<file path="src/rtl/sm_fixed_mult_seq_if.sv">
// Operand/result handshake bundle for the sequential sign-magnitude multiplier.
// master drives operands and accepts results; slave is the multiplier.
interface sm_fixed_mult_seq_if #(
    parameter int unsigned WIDTH = 31
);
    logic             in_valid;
    logic             in_ready;
    logic [WIDTH:0]   inputA;
    logic [WIDTH:0]   inputB;
    logic             out_valid;
    logic             out_ready;
    logic [WIDTH:0]   result;
    logic             sat;

    modport master (
        output in_valid, inputA, inputB, out_ready,
        input  in_ready, out_valid, result, sat
    );

    modport slave (
        input  in_valid, inputA, inputB, out_ready,
        output in_ready, out_valid, result, sat
    );
endinterface

</file>
<file path="src/rtl/sm_fixed_mult_seq.sv">
// Radix-2 shift-add sign-magnitude fixed-point multiplier, WIDTH cycles per product,
// with selectable truncate/round, magnitude saturation and canonical +0.
module sm_fixed_mult_seq #(
    parameter int unsigned WIDTH = 31,
    parameter int unsigned FRAC  = 16,
    parameter int unsigned ROUND = 0
) (
    input  logic                 clk,
    input  logic                 rst,
    sm_fixed_mult_seq_if.slave   bus
);
    localparam int unsigned AW = 2 * WIDTH;
    localparam int unsigned CW = $clog2(WIDTH + 1);
    localparam logic [AW:0] RND = (ROUND != 0 && FRAC > 0)
                                  ? ((AW + 1)'(1) << ((FRAC > 0) ? FRAC - 1 : 0))
                                  : '0;

    typedef enum logic [1:0] {S_IDLE, S_BUSY, S_NORM, S_DONE} state_e;

    state_e           state_q,     state_d;
    logic             sign_q,      sign_d;
    logic [WIDTH-1:0] ma_q,        ma_d;
    logic [WIDTH-1:0] mb_q,        mb_d;
    logic [AW-1:0]    acc_q,       acc_d;
    logic [CW-1:0]    cnt_q,       cnt_d;
    logic             out_valid_q, out_valid_d;
    logic [WIDTH:0]   result_q,    result_d;
    logic             sat_q,       sat_d;

    logic [WIDTH:0]   part_sum;
    logic [AW:0]      rnd_sum;
    logic [AW:0]      scaled;
    logic             ovf;
    logic [WIDTH-1:0] mag;

    // Datapath: right-shifting accumulator leaves the full product in acc after WIDTH steps
    always_comb begin
        part_sum = {1'b0, acc_q[AW-1:WIDTH]} + {1'b0, ma_q & {WIDTH{mb_q[0]}}};
        rnd_sum  = {1'b0, acc_q} + RND;
        scaled   = rnd_sum >> FRAC;
        ovf      = |scaled[AW:WIDTH];
        mag      = ovf ? '1 : scaled[WIDTH-1:0];
    end

    always_comb begin
        state_d     = state_q;
        sign_d      = sign_q;
        ma_d        = ma_q;
        mb_d        = mb_q;
        acc_d       = acc_q;
        cnt_d       = cnt_q;
        out_valid_d = out_valid_q;
        result_d    = result_q;
        sat_d       = sat_q;
        case (state_q)
            S_IDLE: begin
                if (bus.in_valid) begin
                    sign_d  = bus.inputA[WIDTH] ^ bus.inputB[WIDTH];
                    ma_d    = bus.inputA[WIDTH-1:0];
                    mb_d    = bus.inputB[WIDTH-1:0];
                    acc_d   = '0;
                    cnt_d   = CW'(WIDTH);
                    state_d = S_BUSY;
                end
            end
            S_BUSY: begin
                acc_d = {part_sum, acc_q[WIDTH-1:1]};
                mb_d  = mb_q >> 1;
                cnt_d = cnt_q - CW'(1);
                if (cnt_q == CW'(1)) begin
                    state_d = S_NORM;
                end
            end
            S_NORM: begin
                // a zero magnitude always leaves with a positive sign
                result_d    = {sign_q & (mag != '0), mag};
                sat_d       = ovf;
                out_valid_d = 1'b1;
                state_d     = S_DONE;
            end
            S_DONE: begin
                if (bus.out_ready) begin
                    out_valid_d = 1'b0;
                    state_d     = S_IDLE;
                end
            end
            default: state_d = S_IDLE;
        endcase
    end

    always_ff @(posedge clk) begin
        if (rst) begin
            state_q     <= S_IDLE;
            sign_q      <= 1'b0;
            ma_q        <= '0;
            mb_q        <= '0;
            acc_q       <= '0;
            cnt_q       <= '0;
            out_valid_q <= 1'b0;
            result_q    <= '0;
            sat_q       <= 1'b0;
        end else begin
            state_q     <= state_d;
            sign_q      <= sign_d;
            ma_q        <= ma_d;
            mb_q        <= mb_d;
            acc_q       <= acc_d;
            cnt_q       <= cnt_d;
            out_valid_q <= out_valid_d;
            result_q    <= result_d;
            sat_q       <= sat_d;
        end
    end

    assign bus.in_ready  = (state_q == S_IDLE);
    assign bus.out_valid = out_valid_q;
    assign bus.result    = result_q;
    assign bus.sat       = sat_q;
endmodule

</file>
<file path="src/flat_wrapper.sv">
// flat-port wrapper written by rule: the top's interface ports become plain ports
module sm_fixed_mult_seq_flat 
#(
    parameter int unsigned WIDTH = 31,
    parameter int unsigned FRAC  = 16,
    parameter int unsigned ROUND = 0
)
  (clk, rst, bus_in_valid, bus_inputA, bus_inputB, bus_out_ready, bus_in_ready, bus_out_valid, bus_result, bus_sat);
  sm_fixed_mult_seq_if #(.WIDTH(WIDTH)) bus_i ();
  input  logic clk;
  input  logic rst;
  input wire logic [$bits(bus_i.in_valid)-1:0] bus_in_valid;
  input wire logic [$bits(bus_i.inputA)-1:0] bus_inputA;
  input wire logic [$bits(bus_i.inputB)-1:0] bus_inputB;
  input wire logic [$bits(bus_i.out_ready)-1:0] bus_out_ready;
  output wire logic [$bits(bus_i.in_ready)-1:0] bus_in_ready;
  output wire logic [$bits(bus_i.out_valid)-1:0] bus_out_valid;
  output wire logic [$bits(bus_i.result)-1:0] bus_result;
  output wire logic [$bits(bus_i.sat)-1:0] bus_sat;
  assign bus_i.in_valid = bus_in_valid;
  assign bus_i.inputA = bus_inputA;
  assign bus_i.inputB = bus_inputB;
  assign bus_i.out_ready = bus_out_ready;
  assign bus_in_ready = bus_i.in_ready;
  assign bus_out_valid = bus_i.out_valid;
  assign bus_result = bus_i.result;
  assign bus_sat = bus_i.sat;
  sm_fixed_mult_seq #(.WIDTH(WIDTH), .FRAC(FRAC), .ROUND(ROUND)) u_core (.clk(clk), .rst(rst), .bus(bus_i));
endmodule
</file>
<file path="config.mk">
export PLATFORM = sky130hd
export DESIGN_NAME = sm_fixed_mult_seq_flat
export DESIGN_NICKNAME = d
export VERILOG_FILES = /design/src/rtl/sm_fixed_mult_seq_if.sv /design/src/rtl/sm_fixed_mult_seq.sv /design/src/flat_wrapper.sv
export SDC_FILE = /design/constraint.sdc
export NUM_CORES = 1
export LEC_CHECK = 0
export BUFFER_PORTS_ARGS = -buffer_cell sky130_fd_sc_hd__buf_2
export CORE_MARGIN = 10
export CORE_UTILIZATION = 58
export DETAILED_ROUTE_END_ITERATION = 8
export PLACE_DENSITY = 0.8
export SYNTH_ARGS = -nofsm -noshare
export SYNTH_HDL_FRONTEND = slang
export SYNTH_SLANG_ARGS = --single-unit
</file>
<file path="constraint.sdc">
create_clock -name clk -period 3.7 [get_ports clk]
set_input_delay 0.185 -clock clk [delete_from_list [all_inputs] [get_ports clk]]
set_output_delay 0.185 -clock clk [all_outputs]
set_load 0.01 [all_outputs]
</file>
[Word-level counts from Yosys, hierarchy flattened]
Index checks and enable logic that the tools add are counted.
Storage, ports and cells
  flip-flop bits (word level): 166
  input bits: 68
  output and inout port bits: 35
Cells by class
  $add $sub $neg: 2
  equal/unequal tests: 7
  muxes and demuxes: 13
  bitwise logic cells: 3
  reductions and logical operators: 9
Operators by type and width (count)
  case mux 62 bit (2 select lines): 1
  2-to-1 mux 31 bit: 2
  2-to-1 mux 62 bit: 1
  case mux 31 bit (2 select lines): 1
  adder 31 x 31 -> 32 bit: 1
  bitwise AND 31 bit: 1
  nonzero test 31 bit: 1
  OR reduction 15 bit: 1
  case mux 5 bit (2 select lines): 1
  case mux 2 bit (4 select lines): 1
  2-to-1 mux 2 bit: 3
  AND reduction 2 bit: 3
  equality test 5 x 1 -> 1 bit (second input constant): 1
  2-to-1 mux 5 bit: 1
  subtractor 5 x 1 -> 5 bit (second input constant): 1
  equality test 2 bit (second input constant): 2
  != test 2 bit (second input constant): 2
  nonzero test 2 bit: 2
  AND reduction 3 bit: 1
  equality test 2 x 1 -> 1 bit (second input constant): 1
  logical NOT 2 bit: 1
  != test 2 x 1 -> 1 bit (second input constant): 1
  case mux 1 bit (2 select lines): 1
  bitwise AND 1 bit: 1
  2 further kinds: 2

[Depth between registers and ports, before layout]
  word-level depth: 4
  mapped depth: 14
  mapped depth without buffers: 13

[Worst setup path after synthesis]
No wires, ideal clock.
  path type: reg2reg
  start point: register u_core.mb_q[0]
  end point: register u_core.acc_q[58]
  library setup time: 69 ps
  arrival time: 2705 ps
  data required time: 3631 ps
  slack: 926 ps
  stages on the path, launching flop included: 15
  clock period less this slack: 2774 ps
  cell sequence: dfxtp_1 > clkbuf_1 > and2_1 > ha_1 > inv_1 > fa_1 > nor2b_1 > o2111ai_1 > nand3b_1 > o2111ai_2 > and4_1 > nor4_1 > a2111oi_2 > xor2_1 > o21ai_1
Between the ends
  longest elaborated chain between the ends: 3
Ends and longest elaborated chain
  from (decl): RTL line sm_fixed_mult_seq.sv:23  | logic [WIDTH-1:0] mb_q, mb_d;
  from (signal assigned): RTL line sm_fixed_mult_seq.sv:106  | mb_q <= mb_d;
  bitwise AND 31 bit: RTL line sm_fixed_mult_seq.sv:38  | part_sum = {1'b0, acc_q[AW-1:WIDTH]} + {1'b0, ma_q & {WIDTH{mb_q[0]}}};
  adder 31 x 31 -> 32 bit: RTL line sm_fixed_mult_seq.sv:38
  case mux 62 bit (2 select lines): RTL line sm_fixed_mult_seq.sv:55  | case (state_q)
  to (signal assigned): RTL line sm_fixed_mult_seq.sv:97  | acc_q <= '0;
  to (signal assigned): RTL line sm_fixed_mult_seq.sv:107  | acc_q <= acc_d;
  to (decl): RTL line sm_fixed_mult_seq.sv:24  | logic [AW-1:0] acc_q, acc_d;
No other way between the ends.
A chain may end at the register's enable or synchronous reset.

[Worst setup path after layout]
Ends and elaborated chain as after synthesis.

==> reports/summary.json <==
{
  "floorplanning": {
    "num_rows": 41,
    "core-area_um2": 12600,
    "io_pins": 103,
    "design.die.area_um2": 17700,
    "die_height_um": 133,
    "die-width_um": 133,
    "starting_density_of_the_core": 0.591
  },
  "power": {
    "cellPowerDensity_nw_per_um2": 674,
    "peakVddDrop_v": 0.000392,
    "cellLeakagePower_uw": 0.00366
  },
  "placed_design": {
    "io_buffers": 102,
    "dpl.cell_count": 1117,
    "dpl.hpwl_um": 12300,
    "global_placement_routability_congestion": 0.933,
    "postPlaceCellArea_um2": 8010
  },
  "finish": {
    "seq_area_um2": 3000,
    "final_layout_size_suffix_gt1_frac": 0.151,
    "syn2layout_area_growth_pct": 18.6,
    "area_of_combinational_cells_with_multiple_inputs_um2": 4160,
    "design_area_um2": 8810,
    "nets": 1095,
    "fillerInstances": 1035,
    "post_layout_nonfiller_instances": 1172,
    "insertedDiodeCount": 0
  },
  "worst_setup_path": {
    "cp_max_fo": 18,
    "worstPathCellList": "buf_4 > and2_1 > ha_1 > o21ai_1 > nor2_1 > o41ai_2 > a2bb2oi_4 > and4_1 > nor4_1 > a2111oi_2 > xor2_1 > o21ai_1",
    "critical-path-max-stage-delay_ps": 580,
    "critical_path.slowest_cell": "dfxtp_1",
    "crit_type": "register to register",
    "cp-start-kind": "register",
    "endpoint_kind": "register",
    "cp_data_arrival_time_ps": 3450,
    "critPathMostFrequentCell": "o21ai_1",
    "cp_data_required_time_ps": 3990
  },
  "yosys": {
    "post_synth_most_frequent_cells": "nor2_1, dfxtp_1, nand2_1",
    "post_synth_main_area_contributors": "dfxtp_1, nor2_1, a211oi_1",
    "postSynthCellCount": 893,
    "synth_nets": 999,
    "mappedNetlistArea_um2": 7420,
    "yosys.area.top_type": "dfxtp_1",
    "library_cells_used_by_synthesis": 56,
    "synth-seq-area-share": 0.404,
    "area_share_of_the_leading_cell_type_in_the_synthesized_netlist": 0.404,
    "synth-warning-count": 0,
    "postSynth.topFlopCell": "dfxtp_1",
    "synth-async-reset-ratio": 0,
    "synth_most_common_cell": "nor2_1",
    "synth_area_per_cell_um2": 8.31,
    "postSynthRegisterBits": 150,
    "synth-edff-count": 0
  },
  "clock_tree": {
    "cts-htree-levels": 4,
    "numClockSinks": 150,
    "number_of_buffers_on_the_longest_clock_path": 2,
    "cts_tree": "built",
    "clkLatencyLatePin_ps": 430,
    "clk_root_buffer_cell": "clkbuf_16",
    "cts_made_buffers": 17,
    "clock_pin_slew_of_the_registers_on_the_worst_case_setup_and_hold_paths_ps": 60
  },
  "timing": {
    "final_min_period_over_clock_period": 0.855,
    "worst_max_slew_pin_slew_ps": 1120,
    "max_freq_mhz": 316,
    "finalHoldViolations": 0,
    "slew_headroom": 0.255,
    "setup_tns_ps": 0,
    "final.setup_skew_ps": 5.09,
    "final.min_clock_period_ps": 3160,
    "grt_setup_unrepaired": "false",
    "report.final.slew_viol_count": 0,
    "fin_worst_hold_slack_ps": 2.62,
    "setup_viol": 0
  },
  "routing": {
    "drtPass1Iterations": 5,
    "drt-vias-per-instance": 5.60,
    "antenna_left": 0,
    "dr_total_vias": 6561,
    "detail_route.wl_per_cell_um": 15.3,
    "route.detailed.drc": 0,
    "first_iter_violations": 661,
    "finalWirelength_um": 18000
  },
  "global_route": {
    "global_route.overflow_total": 0,
    "grt_antenna_before_repair": 0,
    "global_route_wire_length_before_repair_um": 30300,
    "via_count_of_the_first_global_routing_pass": 6258,
    "grt_start_max_net_pins": 92,
    "globalRouteTotalUtil": 0.203
  },
  "status": {
    "run_status": "complete, no violations"
  },
  "job": {
    "maxCapViolCount": 0
  },
  "worst_hold_path": {
    "min-delay-path-class": "primary input to register"
  }
}
where the power goes:
part | switching (uW) | total (uW) | internal, uW
Clock | 642 | 1610 | 966
Combinational | 1290 | 2070 | 776
Sequential | 239 | 2260 | 2020
area by class of cell:
| cell class | instances | area share |
|---|---|---|
| multi-input combinational | 672 | 0.473 |
| sequential | 150 | 0.341 |
| timing repair buffer | 136 | 0.0943 |
| clock buffer | 22 | 0.0538 |
| tap | 172 | 0.0244 |
| clock inverter | 8 | 0.00866 |
| inverter | 12 | 0.00511 |
placed cells by master, fill, tap and decap left out, types with 13 or more instances in the layout:
cell           synthesis  final
a22oi_1               26     26
a211oi_1              68     68
xnor2_1               13     13
dfxtp_1              150    150
nand2_1              100    100
nor2_1               152    152
clkbuf_16              0     17
a21oi_1               63     63
xor2_1                14     14
mux2i_1               33     33
buf_2                  1    101
ha_1                  37     35
and2_1                32     32
o21ai_0               15     15
dlygate4sd3_1          0     25
final timing paths:
| check | depth (start not counted) | startpoint | to | slack (ps) |
|---|---|---|---|---|
| worst max-delay path | 12 | u_core.mb_q[0]$_SDFFE_PP0P_ | u_core.acc_q[58]$_SDFFE_PP0P_ | 540 |
| worst min-delay path | 3 | bus_inputA[1] | u_core.ma_q[1]$_SDFFE_PP0P_ | 3 |
| worst max register to register | 12 | u_core.mb_q[0]$_SDFFE_PP0P_ | u_core.acc_q[58]$_SDFFE_PP0P_ | 540 |
| worst min register to register | 2 | u_core.ma_q[2]$_SDFFE_PP0P_ | u_core.ma_q[2]$_SDFFE_PP0P_ | 450 |
worst max-delay path, delay by kind of cell, from the launching register on:
family	cells	cell delay, ps
AO/OA/AOI/OAI	5	1190
XOR/XNOR	1	200
adder cells (fa/ha/maj)	1	280
buffers and inverters	1	260
flip-flops	1	580
AND/OR/NAND/NOR	4	520
repair_timing:
item / CTS / global route
resized for setup: 0 / 0
setup buffers: 0 / 0
hold buffers: 25 / 0
hold endpoints to repair: 25 / 0
routing by layer:
metal / vias up / global-route usage / routed length, um / part of all wire
met1: 2969 / 0.277 / 8540 / 0.47
met2: 214 / 0.304 / 7880 / 0.44
met3: 22 / 0.0492 / 1290 / 0.072
met5: - / 0 / 0 / 0
met4: 0 / 0.0756 / 279 / 0.016
li1: 3356 / - / - / -
flip-flops by register name, summed over array words and instances, names as in the netlist:
name / flops
u_core.mb_q: 31
u_core.sign_q: 1
u_core.acc_q: 46
u_core.state_q: 2
u_core.ma_q: 31
u_core.bus.sat: 1
u_core.bus.out_valid: 1
u_core.cnt_q: 5
u_core.bus.result: 32
metrics by stage:
stage	setup WS, ps	util	total power, uW
after global routing	248	0.701	6360
after detailed placement	588	0.637	4340
after floorplan	926	-	3780
after CTS	521	0.701	5970
after global placement	623	0.637	4290
final	535	0.701	5940
kinds of logic (layout without fill, tap and decap cells):
group | after synthesis | after routing | synth area share
AND/OR/NAND/NOR | 340 | 340 | 0.202
XOR/XNOR | 27 | 27 | 0.0319
buffers and inverters | 71 | 178 | 0.0361
adder cells (fa/ha/maj) | 38 | 38 | 0.0650
multiplexers | 33 | 33 | 0.0445
flip-flops | 150 | 150 | 0.404
AO/OA/AOI/OAI | 234 | 234 | 0.216
No activity file was read; power rests on OpenSTA's default activity.
